[src/rtl/axis_uart_rx.sv]
// UART receiver (1 start, DATA_WIDTH data bits LSB first, 1 stop) presenting
// each received word on an AXI4-Stream master port, with line-status pulses.
module axis_uart_rx #(
  parameter int DATA_WIDTH = 8
) (
  input  logic                  clk,
  input  logic                  rst,
  output logic [DATA_WIDTH-1:0] m_axis_tdata,
  output logic                  m_axis_tvalid,
  input  logic                  m_axis_tready,
  input  logic                  rxd,
  output logic                  rx_busy,
  output logic                  rx_overrun_error,
  output logic                  rx_frame_error,
  input  logic [15:0]           prescale
);

  typedef enum logic [2:0] {
    S_IDLE,
    S_START,
    S_DATA,
    S_STOP,
    S_WAIT_IDLE
  } state_t;

  state_t                r_state, w_state_nxt;
  logic                  r_sync1, r_sync2;
  logic [15:0]           r_p;
  logic [18:0]           r_cnt, w_cnt_nxt;
  logic [3:0]            r_idx, w_idx_nxt;
  logic [DATA_WIDTH-1:0] r_shift;
  logic [DATA_WIDTH-1:0] r_tdata;
  logic                  r_tvalid, r_ovr, r_ferr;

  logic                  w_rxd_s;
  logic [15:0]           w_p_in;
  logic [18:0]           w_half_load, w_bit_load;
  logic                  w_capture, w_shift_en, w_deliver, w_ferr;

  assign w_rxd_s     = r_sync2;
  assign w_p_in      = (prescale == 16'd0) ? 16'd1 : prescale;
  // Half a bit period from the falling edge lands the first sample mid-bit.
  assign w_half_load = {1'b0, w_p_in, 2'b00} - 19'd1;
  assign w_bit_load  = {r_p, 3'b000} - 19'd1;

  always_ff @(posedge clk) begin
    if (rst) r_state <= S_IDLE;
    else     r_state <= w_state_nxt;
  end

  always_comb begin
    w_state_nxt = r_state;
    w_cnt_nxt   = r_cnt;
    w_idx_nxt   = r_idx;
    w_capture   = 1'b0;
    w_shift_en  = 1'b0;
    w_deliver   = 1'b0;
    w_ferr      = 1'b0;
    case (r_state)
      S_IDLE: begin
        if (!w_rxd_s) begin
          w_capture   = 1'b1;
          w_cnt_nxt   = w_half_load;
          w_state_nxt = S_START;
        end
      end
      S_START: begin
        if (r_cnt == 19'd0) begin
          if (!w_rxd_s) begin
            w_cnt_nxt   = w_bit_load;
            w_idx_nxt   = 4'd0;
            w_state_nxt = S_DATA;
          end else begin
            w_state_nxt = S_IDLE;
          end
        end else begin
          w_cnt_nxt = r_cnt - 19'd1;
        end
      end
      S_DATA: begin
        if (r_cnt == 19'd0) begin
          w_shift_en = 1'b1;
          w_cnt_nxt  = w_bit_load;
          if (r_idx == 4'(DATA_WIDTH - 1)) w_state_nxt = S_STOP;
          else                              w_idx_nxt   = r_idx + 4'd1;
        end else begin
          w_cnt_nxt = r_cnt - 19'd1;
        end
      end
      S_STOP: begin
        if (r_cnt == 19'd0) begin
          if (w_rxd_s) begin
            w_deliver   = 1'b1;
            w_state_nxt = S_IDLE;
          end else begin
            w_ferr      = 1'b1;
            w_state_nxt = S_WAIT_IDLE;
          end
        end else begin
          w_cnt_nxt = r_cnt - 19'd1;
        end
      end
      S_WAIT_IDLE: begin
        // A held-low line (break) reports once, then waits for the line to recover.
        if (w_rxd_s) w_state_nxt = S_IDLE;
      end
      default: w_state_nxt = S_IDLE;
    endcase
  end

  always_ff @(posedge clk) begin
    if (rst) begin
      r_sync1  <= 1'b1;
      r_sync2  <= 1'b1;
      r_p      <= 16'd0;
      r_cnt    <= 19'd0;
      r_idx    <= 4'd0;
      r_shift  <= '0;
      r_tdata  <= '0;
      r_tvalid <= 1'b0;
      r_ovr    <= 1'b0;
      r_ferr   <= 1'b0;
    end else begin
      r_sync1 <= rxd;
      r_sync2 <= r_sync1;
      r_cnt   <= w_cnt_nxt;
      r_idx   <= w_idx_nxt;
      r_ferr  <= w_ferr;
      r_ovr   <= w_deliver && r_tvalid && !m_axis_tready;
      if (w_capture)  r_p     <= w_p_in;
      if (w_shift_en) r_shift <= {w_rxd_s, r_shift[DATA_WIDTH-1:1]};
      // A new word always wins; an unaccepted old word is overwritten.
      if (w_deliver) begin
        r_tdata  <= r_shift;
        r_tvalid <= 1'b1;
      end else if (r_tvalid && m_axis_tready) begin
        r_tvalid <= 1'b0;
      end
    end
  end

  assign m_axis_tdata     = r_tdata;
  assign m_axis_tvalid    = r_tvalid;
  assign rx_busy          = (r_state == S_START) || (r_state == S_DATA) || (r_state == S_STOP);
  assign rx_overrun_error = r_ovr;
  assign rx_frame_error   = r_ferr;

endmodule

[config.mk]
export PLATFORM = sky130hd
export DESIGN_NAME = axis_uart_rx
export DESIGN_NICKNAME = d
export VERILOG_FILES = /design/src/rtl/axis_uart_rx.sv
export SDC_FILE = /design/constraint.sdc
export NUM_CORES = 1
export LEC_CHECK = 0
export ABC_AREA = 1
export CAP_MARGIN = 20
export CORE_MARGIN = 5
export CORE_UTILIZATION = 30
export DETAILED_ROUTE_END_ITERATION = 10
export MAX_ROUTING_LAYER = met4
export PLACE_DENSITY = 0.57
export SLEW_MARGIN = 20
export SYNTH_ARGS = -nofsm -noshare
export SYNTH_HDL_FRONTEND = slang
export SYNTH_SLANG_ARGS = --single-unit
[constraint.sdc]
create_clock -name clk -period 1.9 [get_ports clk]
set_input_delay 0.38 -clock clk [delete_from_list [all_inputs] [get_ports clk]]
set_output_delay 0.38 -clock clk [all_outputs]
set_load 0.05 [all_outputs]
## Word-level counts from Yosys, hierarchy flattened

Cells that the tools add are included.

- Bits in registers: 63
- Latch bits: 0
- Bits in writable memories: 0
- Bits in read-only memories: 0
- Input bits: 20
- Output and inout port bits: 12
- Word-level logic and storage cells: 78
- Memories kept: 0

- Add/sub/neg operators: 4
- Multipliers: 0
- Div/mod/pow operators: 0
- Magnitude comparators: 0
- Eq/ne operators: 15
- Shifts and indexed selects: 0
- Multiplexer cells: 30
- Bitwise gates (word level): 2
- Reductions and logical operators: 16

Operator list:

| cell | count |
|---|---|
| 19-bit 2-to-1 mux | 5 |
| 19-bit case mux with 4 select lines | 1 |
| 19-bit by 1-bit subtractor with 19-bit output, second input constant | 2 |
| 3-bit 2-to-1 mux | 7 |
| 19-bit logical NOT | 1 |
| 18-bit by 1-bit subtractor with 19-bit output, second input constant | 1 |
| 2-bit inequality test, second input constant | 9 |
| 16-bit logical NOT | 1 |
| 16-bit 2-to-1 mux | 1 |
| 4-bit 2-to-1 mux | 4 |
| 3-bit case mux with 5 select lines | 1 |
| 1-bit 2-to-1 mux | 9 |
| 4-bit case mux with 2 select lines | 1 |
| 3-bit by 2-bit equality test with 1-bit output, second input constant | 2 |
| 6-bit AND reduction | 1 |
| 5-bit AND reduction | 1 |
| 4-bit by 1-bit adder with 4-bit output, second input constant | 1 |
| 4-bit by 3-bit equality test with 1-bit output, second input constant | 1 |
| 4-bit AND reduction | 1 |
| 2-bit nonzero test | 2 |
| 4-bit nonzero test | 1 |
| 3-bit by 1-bit equality test with 1-bit output, second input constant | 1 |
| 3-bit equality test, second input constant | 1 |
| 1-bit logical AND | 3 |
| other kinds (7) | 9 |

## Longest topological paths before layout

Gate-level depths: netlist of the first run.

- Depth after elaboration: 5
- Mapped depth: 16
- Mapped depth without buffers: 16

## Worst setup path before layout of the first run

Ideal clock, no wire load.

- Path type: input to register
- Start: in prescale[10]
- End: reg r_cnt[12]
- Library setup time: 0.119 ns
- Arrival: 1.865 ns
- Required time: 1.781 ns
- Path slack: -0.085 ns
- Stages: 15
- Path buffers: 0
- Cell sequence: nor2_1 -> nand2_1 -> nor2_1 -> nand2_1 -> nand2_1 -> inv_1 -> ha_1 -> nand2_1 -> nor2_1 -> nand2_1 -> a21oi_1 -> o21ai_0 -> nand2_1 -> nor2_1 -> a21oi_1

- Longest elaborated chain between the ends: 5

RTL lines:

| item | line | source |
|---|---|---|
| from (decl) | 15 | `input logic [15:0] prescale` |
| 16-bit logical NOT | 41 | `assign w_p_in = (prescale == 16'd0) ? 16'd1 : prescale;` |
| 16-bit 2-to-1 mux (*) | 41 |  |
| 18-bit by 1-bit subtractor with 19-bit output (*) | 43 | `assign w_half_load = {1'b0, w_p_in, 2'b00} - 19'd1;` |
| 19-bit 2-to-1 mux (*) | 61 | `if (!w_rxd_s) begin` |
| 19-bit case mux with 4 select lines (*) | 59 | `case (r_state)` |
| to (signal assigned) | 126 | `r_cnt <= w_cnt_nxt;` |
| to (decl) | 29 | `logic [18:0] r_cnt, w_cnt_nxt;` |

Every way passes the cells marked *; elsewhere a longest branch is shown, timed or not. The select of a mux whose other input is x is not followed.
A chain may end at the register's enable or synchronous reset.

## Worst setup path in the final report of the first run

- Start: reg r_tdata[4] (netlist: m_axis_tdata[4])
- End: out m_axis_tdata[4]

RTL lines:

| item | line | source |
|---|---|---|
| from (decl) | 32 | `logic [DATA_WIDTH-1:0] r_tdata;` |
| from (signal assigned) | 134 | `r_tdata <= r_shift;` |
| to (decl) | 8 | `output logic [DATA_WIDTH-1:0] m_axis_tdata,` |

No word-level cell between the ends.

==> impl_metrics.py, run 1 <==
metrics = {
    "status": {
        "run_status": "completed",
    },
    "power": {
        "ir_drop_uv": 536,
        "powerDensity_mw_per_mm2": 1380,
        "p_sw_share_pct": 45.8,
        "p_comb_share_pct": 55.0,
        "power_frac_seq_pct": 23.1,
        "p_int_mw": 4.22,
        "power_mw": 7.78,
        "switchingPower_mw": 3.56,
        "clockPowerShare_pct": 21.8,
        "p_leak_nw": 2.65,
    },
    "sta": {
        "slew_viol_final": 0,
        "clock_skew_ns": 0.00790,
        "fin_crit_ns": 1.85,
        "slew_headroom_pct": 66.0,
        "fin_crit_sh_pct": 97.4,
        "rsz0062_at_grt": "true",
        "max_freq_mhz": 540,
        "tightest_slew_ns": 0.509,
        "hold_viol_final": 0,
        "worst_slack_ns": 0.0487,
        "setup_viol": 0,
        "whs_ns": 0.417,
    },
    "floorplanning": {
        "die_h_um": 126,
        "ios": 32,
        "initial_core_util_pct": 30.5,
        "core_area_mm2": 0.0132,
        "die-area_mm2": 0.0159,
        "die_w_um": 126,
        "row_count": 42,
    },
    "clock_tree": {
        "numCtsBuffers": 9,
        "cts_buffer_depth": 2,
        "tritoncts": "built",
        "cts_max_level": 3,
        "hold_buffers": 0,
        "cts.sinks": 63,
        "cts-root-buf": "clkbuf_16",
        "clk_pin_slew_ns": 0.06,
        "clk_latency_ns": 0.34,
    },
    "hold_path": {
        "min_path_type": "register to register",
    },
    "worst_setup_path": {
        "crit_buf_inv": 1,
        "crit_chain": "clkdlybuf4s50_1",
        "crit_path_max_fanout": 2,
        "endpoint_kind": "output pin",
        "path_class": "register to output pin",
        "cp_top_family": "buffers and inverters",
        "cp_data_required_time_ns": 1.52,
        "crit_arrival_ns": 1.47,
        "slowest_delay_ns": 0.80,
        "startpoint_type": "register",
        "critPathSlowestCell": "clkdlybuf4s50_1",
    },
    "logic_synthesis": {
        "synth_seq_cells": 63,
        "ys.flop_type": "dfxtp_1",
        "yosys.area.top_type": "dfxtp_1",
        "ys_top_cells_by_area": "dfxtp_1 31%, nand2_1 11%, nor2_1 9.5%, o21ai_0 6.9%, inv_1 6.9%",
        "synth_top_cell_area_share_pct": 31.2,
        "syn-num-nets": 655,
        "syn_inst": 630,
        "yosysSeqAreaShare_pct": 31.2,
        "syn_area_mm2": 0.00404,
        "synth_edf_count": 0,
        "avgSynthCellArea_um2": 6.41,
        "postSynth.asyncResetShare_pct": 0,
        "yosysUniqueCellTypes": 41,
        "ys_warn_count": 0,
    },
    "placed_design": {
        "hpwl_um": 9790,
        "gp_congestion": 0.919,
        "portBuffers": 31,
        "place_ws_ns": -0.659,
    },
    "detailed_routing": {
        "vias": 4437,
        "via_per_inst": 4.80,
        "route.detailed.drc": 0,
        "drtIter0Drc": 256,
        "drtPass1Iterations": 5,
        "wire_per_inst_um": 13.8,
        "ant_nets": 0,
        "routed_wl_um": 12800,
    },
    "global_route": {
        "grt_pass1_wl_um": 21500,
        "first_global_vias": 4462,
        "antenna_found_initial": 0,
        "grt_remaining_overflow": 0,
        "grt_max_degree": 33,
        "grt_usage_pct": 17.0,
    },
    "cells_and_area": {
        "diodes": 0,
        "final_common_cell": "nand2_1",
        "nNetsFinal": 768,
        "areaGrowthSynthToFinish_pct": 39.3,
        "drive_above_1_share_pct": 22.9,
        "final_cell_mix": "108 x nand2_1, 88 x nor2_1, 82 x buf_4",
    },
    "run": {
        "drv_cap": 0,
    },
}
## layer usage
layer / GRT usage, % / vias up / wire [um]
met5: - / - / 0
met4: 7.51 / 0 / 388
met3: 3.05 / 29 / 614
met2: 26.6 / 127 / 5880
met1: 21.6 / 2005 / 5900
li1: - / 2276 / -
## Yosys cell counts (4+ instances only)
library cell	instances
nand2_1	115
nor2_1	102
inv_1	74
dfxtp_1	63
o21ai_0	56
a21oi_1	50
nand3_1	44
xor2_1	14
nor3_1	13
a211oi_1	8
clkbuf_1	8
inv_2	8
nand4_1	7
o21ai_1	6
ha_1	5
nor2_2	5
nor2_4	5
xnor2_1	5
buf_2	4
## cell type report
cell class              instances  area [um2]
well taps                     176         220
clock inverters                 7        77.6
inverters                      83         318
repair buffers                118        1020
clock buffers                   9         225
fillers                      1383        7620
multi-input cells             468        2500
flip-flops and latches         63        1260
## power groups by stage
stage	combinational [mW]	clock, mW	sequential, mW
2_1_floorplan	2.74	0	1.77
3_3_place_gp	4.05	0	1.81
3_5_place_dp	4.06	0	1.82
4_1_cts	4.10	1.74	1.79
5_1_grt	4.77	1.80	1.83
6_report	4.28	1.70	1.80
## path summary, 6_finish.rpt
| path | from | endpoint | slack [ns] | depth (start not counted) |
|---|---|---|---|---|
| setup / recovery | m_axis_tdata[4] | m_axis_tdata[4] | 0.05 | 1 |
| hold / removal | r_sync1 | r_sync2 | 0.42 | 1 |
| setup reg to reg | r_cnt[1] | r_cnt[13] | 0.10 | 9 |
| hold reg to reg | r_sync1 | r_sync2 | 0.42 | 1 |
## sequential cells by signal, summed over array words and instances (netlist names)
name	flops
r_p	16
rx_frame_error	1
r_sync2	1
r_idx	4
r_shift	8
r_sync1	1
r_state	3
m_axis_tdata	8
rx_overrun_error	1
m_axis_tvalid	1
r_cnt	19
## timing repair
action	4_1_cts	5_1_grt
pin swaps	19	9
buffers inserted	9	8
setup endpoints to repair	11	32
gates resized for setup	29	28
## per-stage QoR
step                      setup TNS [ns]  instances  cell area (um2)  util, %
after detailed placement           -6.92        891             5070     38.3
after global routing             -0.0553        924             5620     42.5
after CTS                              0        916             5460     41.2
after global placement             -5.11        891             5070     38.3
final                                  0        924             5620     42.5
after floorplan                        0        630             4050        -
## kinds of logic (layout without fill, tap and decap cells)
family	after synthesis	count (layout)	share of synthesized area [%]
xor gates and xnor gates	19	19	4.12
AOI/OAI and AO/OA	132	132	17.6
and+or+nand+nor	312	312	35.6
buffers and inverters	99	217	9.91
adders and majority gates	5	5	1.55
DFF	63	63	31.2
No activity file was read; power rests on OpenSTA's default activity.
==> inputs of run 2 (changes only) <==
- PLACE_DENSITY: 0.57 -> default
==> impl_metrics.py, run 2 (same netlist as run 1, synthesis figures left out) <==
metrics = {
    "status": {
        "run_status": "completed",
    },
    "global_route": {
        "grt_pass1_wl_um": 21300,
        "antenna_found_initial": 0,
        "grt_max_degree": 33,
        "grt_remaining_overflow": 0,
        "grt_usage_pct": 16.8,
        "first_global_vias": 4333,
    },
    "placed_design": {
        "placed_cell_area_mm2": 0.00510,
        "gp_congestion": 0.934,
        "portBuffers": 31,
        "hpwl_um": 9460,
    },
    "hold_path": {
        "min_path_type": "register to register",
        "worstHoldStart": "r_sync1",
        "hold_path_depth": 1,
        "holdPathEnd": "r_sync2",
    },
    "sta": {
        "rsz0062_at_grt": "true",
        "fin_crit_ns": 1.85,
        "whs_ns": 0.410,
        "clock_skew_ns": 0.00738,
        "hold_viol_final": 0,
        "tightest_slew_ns": 0.505,
        "max_freq_mhz": 540,
        "fin_crit_sh_pct": 97.5,
        "slew_headroom_pct": 66.3,
        "setup_viol": 0,
        "slew_viol_final": 0,
    },
    "floorplanning": {
        "die_h_um": 126,
        "row_count": 42,
        "die_w_um": 126,
        "core_area_mm2": 0.0132,
        "initial_core_util_pct": 30.5,
        "ios": 32,
        "die-area_mm2": 0.0159,
    },
    "detailed_routing": {
        "via_per_inst": 4.80,
        "drtPass1Iterations": 4,
        "routed_wl_um": 12900,
        "drtIter0Drc": 240,
        "wire_per_inst_um": 13.8,
        "route.detailed.drc": 0,
        "ant_nets": 0,
        "vias": 4486,
    },
    "power": {
        "switchingPower_mw": 3.61,
        "clockPowerShare_pct": 20.5,
        "p_leak_nw": 2.73,
        "power_frac_seq_pct": 22.9,
        "powerDensity_mw_per_mm2": 1370,
        "ir_drop_uv": 588,
        "p_comb_share_pct": 56.6,
        "p_int_mw": 4.20,
        "p_sw_share_pct": 46.2,
    },
    "run": {
        "drv_cap": 0,
    },
    "clock_tree": {
        "hold_buffers": 0,
        "cts-root-buf": "clkbuf_16",
        "cts.sinks": 63,
        "cts_buffer_depth": 2,
        "cts_max_level": 3,
        "clk_latency_ns": 0.34,
        "clk_pin_slew_ns": 0.06,
        "numCtsBuffers": 9,
        "tritoncts": "built",
    },
    "worst_setup_path": {
        "crit_buf_inv": 1,
        "r2r_start": "r_cnt[1]",
        "startpoint_type": "register",
        "crit_path_max_fanout": 2,
        "critPathSlowestCell": "clkdlybuf4s50_1",
        "r2r_slack_ns": 0.14,
        "cp_top_family": "buffers and inverters",
        "reg2regPathDepth": 12,
        "crit_chain": "clkdlybuf4s50_1",
        "slowest_delay_ns": 0.80,
        "cp_data_required_time_ns": 1.52,
        "regToRegEndpoint": "r_cnt[10]",
        "path_class": "register to output pin",
        "crit_arrival_ns": 1.47,
        "endpoint_kind": "output pin",
    },
    "cells_and_area": {
        "areaGrowthSynthToFinish_pct": 40.8,
        "final_cell_mix": "108 x nand2_1, 93 x buf_4, 90 x nor2_1",
        "diodes": 0,
        "drive_above_1_share_pct": 24.5,
        "design_area_mm2": 0.00569,
        "reg_top3": "r_cnt (19), r_p (16)",
        "largest_register_ffs": 19,
        "regMostFlops": "r_cnt",
        "final_common_cell": "nand2_1",
        "nNetsFinal": 778,
    },
}
-- run 2: cell types whose count changed in the layout (fill, tap and decap cells not counted), moves of 3 or more --
cell | previous run | this run
dlygate4sd2_1 | 16 | 7
buf_4 | 82 | 93
inv_2 | 7 | 10
dlymetal6s2s_1 | 3 | 9
-- run 2: per-layer routing --
layer | part of all wire [%] | GRT usage [%] | wire length [um]
met4 | 2.1 | 6.44 | 271
met1 | 46 | 21.5 | 5960
met2 | 46 | 26.3 | 5910
met3 | 5.6 | 3.34 | 722
met5 | 0 | - | 0
-- run 2: cell type report --
cell class,count,area (um2)
Tap cell,176,220
Fill cell,1390,7560
Multi-Input combinational cell,468,2490
Timing Repair Buffer,128,1110
Clock inverter,7,56.3
Sequential cell,63,1260
Clock buffer,9,225
Inverter,83,317
-- run 2: what timing repair did --
item,in CTS,in global routing
setup buffers,24,2
pin swaps,20,21
hold endpoints to repair,0,0
gates cloned,0,0
gates resized for setup,26,39
setup endpoints to repair,13,35
-- run 2: through the flow --
step | power [mW] | utilization, % | setup slack (ns) | instances | TNS (ns)
3_3_place_gp | 6.02 | 38.5 | -0.665 | 892 | -7.95
6_report | 7.81 | 42.9 | 0.0472 | 934 | 0
3_5_place_dp | 6.01 | 38.5 | -0.683 | 892 | -7.91
2_1_floorplan | 4.51 | - | 0.0164 | 630 | 0
4_1_cts | 7.67 | 42.2 | -0.0212 | 932 | -0.0212
5_1_grt | 8.43 | 42.9 | -0.0396 | 934 | -0.0396
-- run 2: power by group through the flow --
stage | sequential [mW] | clock (mW) | combinational (mW)
2_1_floorplan | 1.77 | 0 | 2.74
3_3_place_gp | 1.81 | 0 | 4.21
3_5_place_dp | 1.80 | 0 | 4.21
4_1_cts | 1.78 | 1.61 | 4.29
5_1_grt | 1.83 | 1.67 | 4.93
6_report | 1.79 | 1.60 | 4.42
-- run 2: worst register-to-register path: stages, from the launching register on --
cell	delay (ns)
dfxtp_1	0.35
inv_2	0.07
ha_4	0.16
nand3_1	0.12
nor2_4	0.06
buf_12	0.13
nand4_4	0.09
nand2_1	0.08
nor2_2	0.14
buf_12	0.18
o21ai_1	0.10
a21oi_1	0.13
nor2_1	0.05
-- run 2: worst max-delay path by stage --
stage	cells past startpoint	end	slack (ns)	from
floorplan	15	r_cnt[12]	0.02	prescale[10]
global placement	18	r_cnt[16]	-0.67	prescale[15]
detailed placement	18	r_cnt[16]	-0.68	prescale[15]
CTS	15	r_cnt[13]	-0.02	prescale[5]
global route	16	r_cnt[14]	-0.04	prescale[11]
finish	1	m_axis_tdata[2]	0.05	m_axis_tdata[2]
==> inputs of run 3 (changes only) <==
- CTS_CLUSTER_DIAMETER: default -> 60
==> results of run 3 <==
Same layout as run 2: the final DEF is identical, and so are final timing and power.
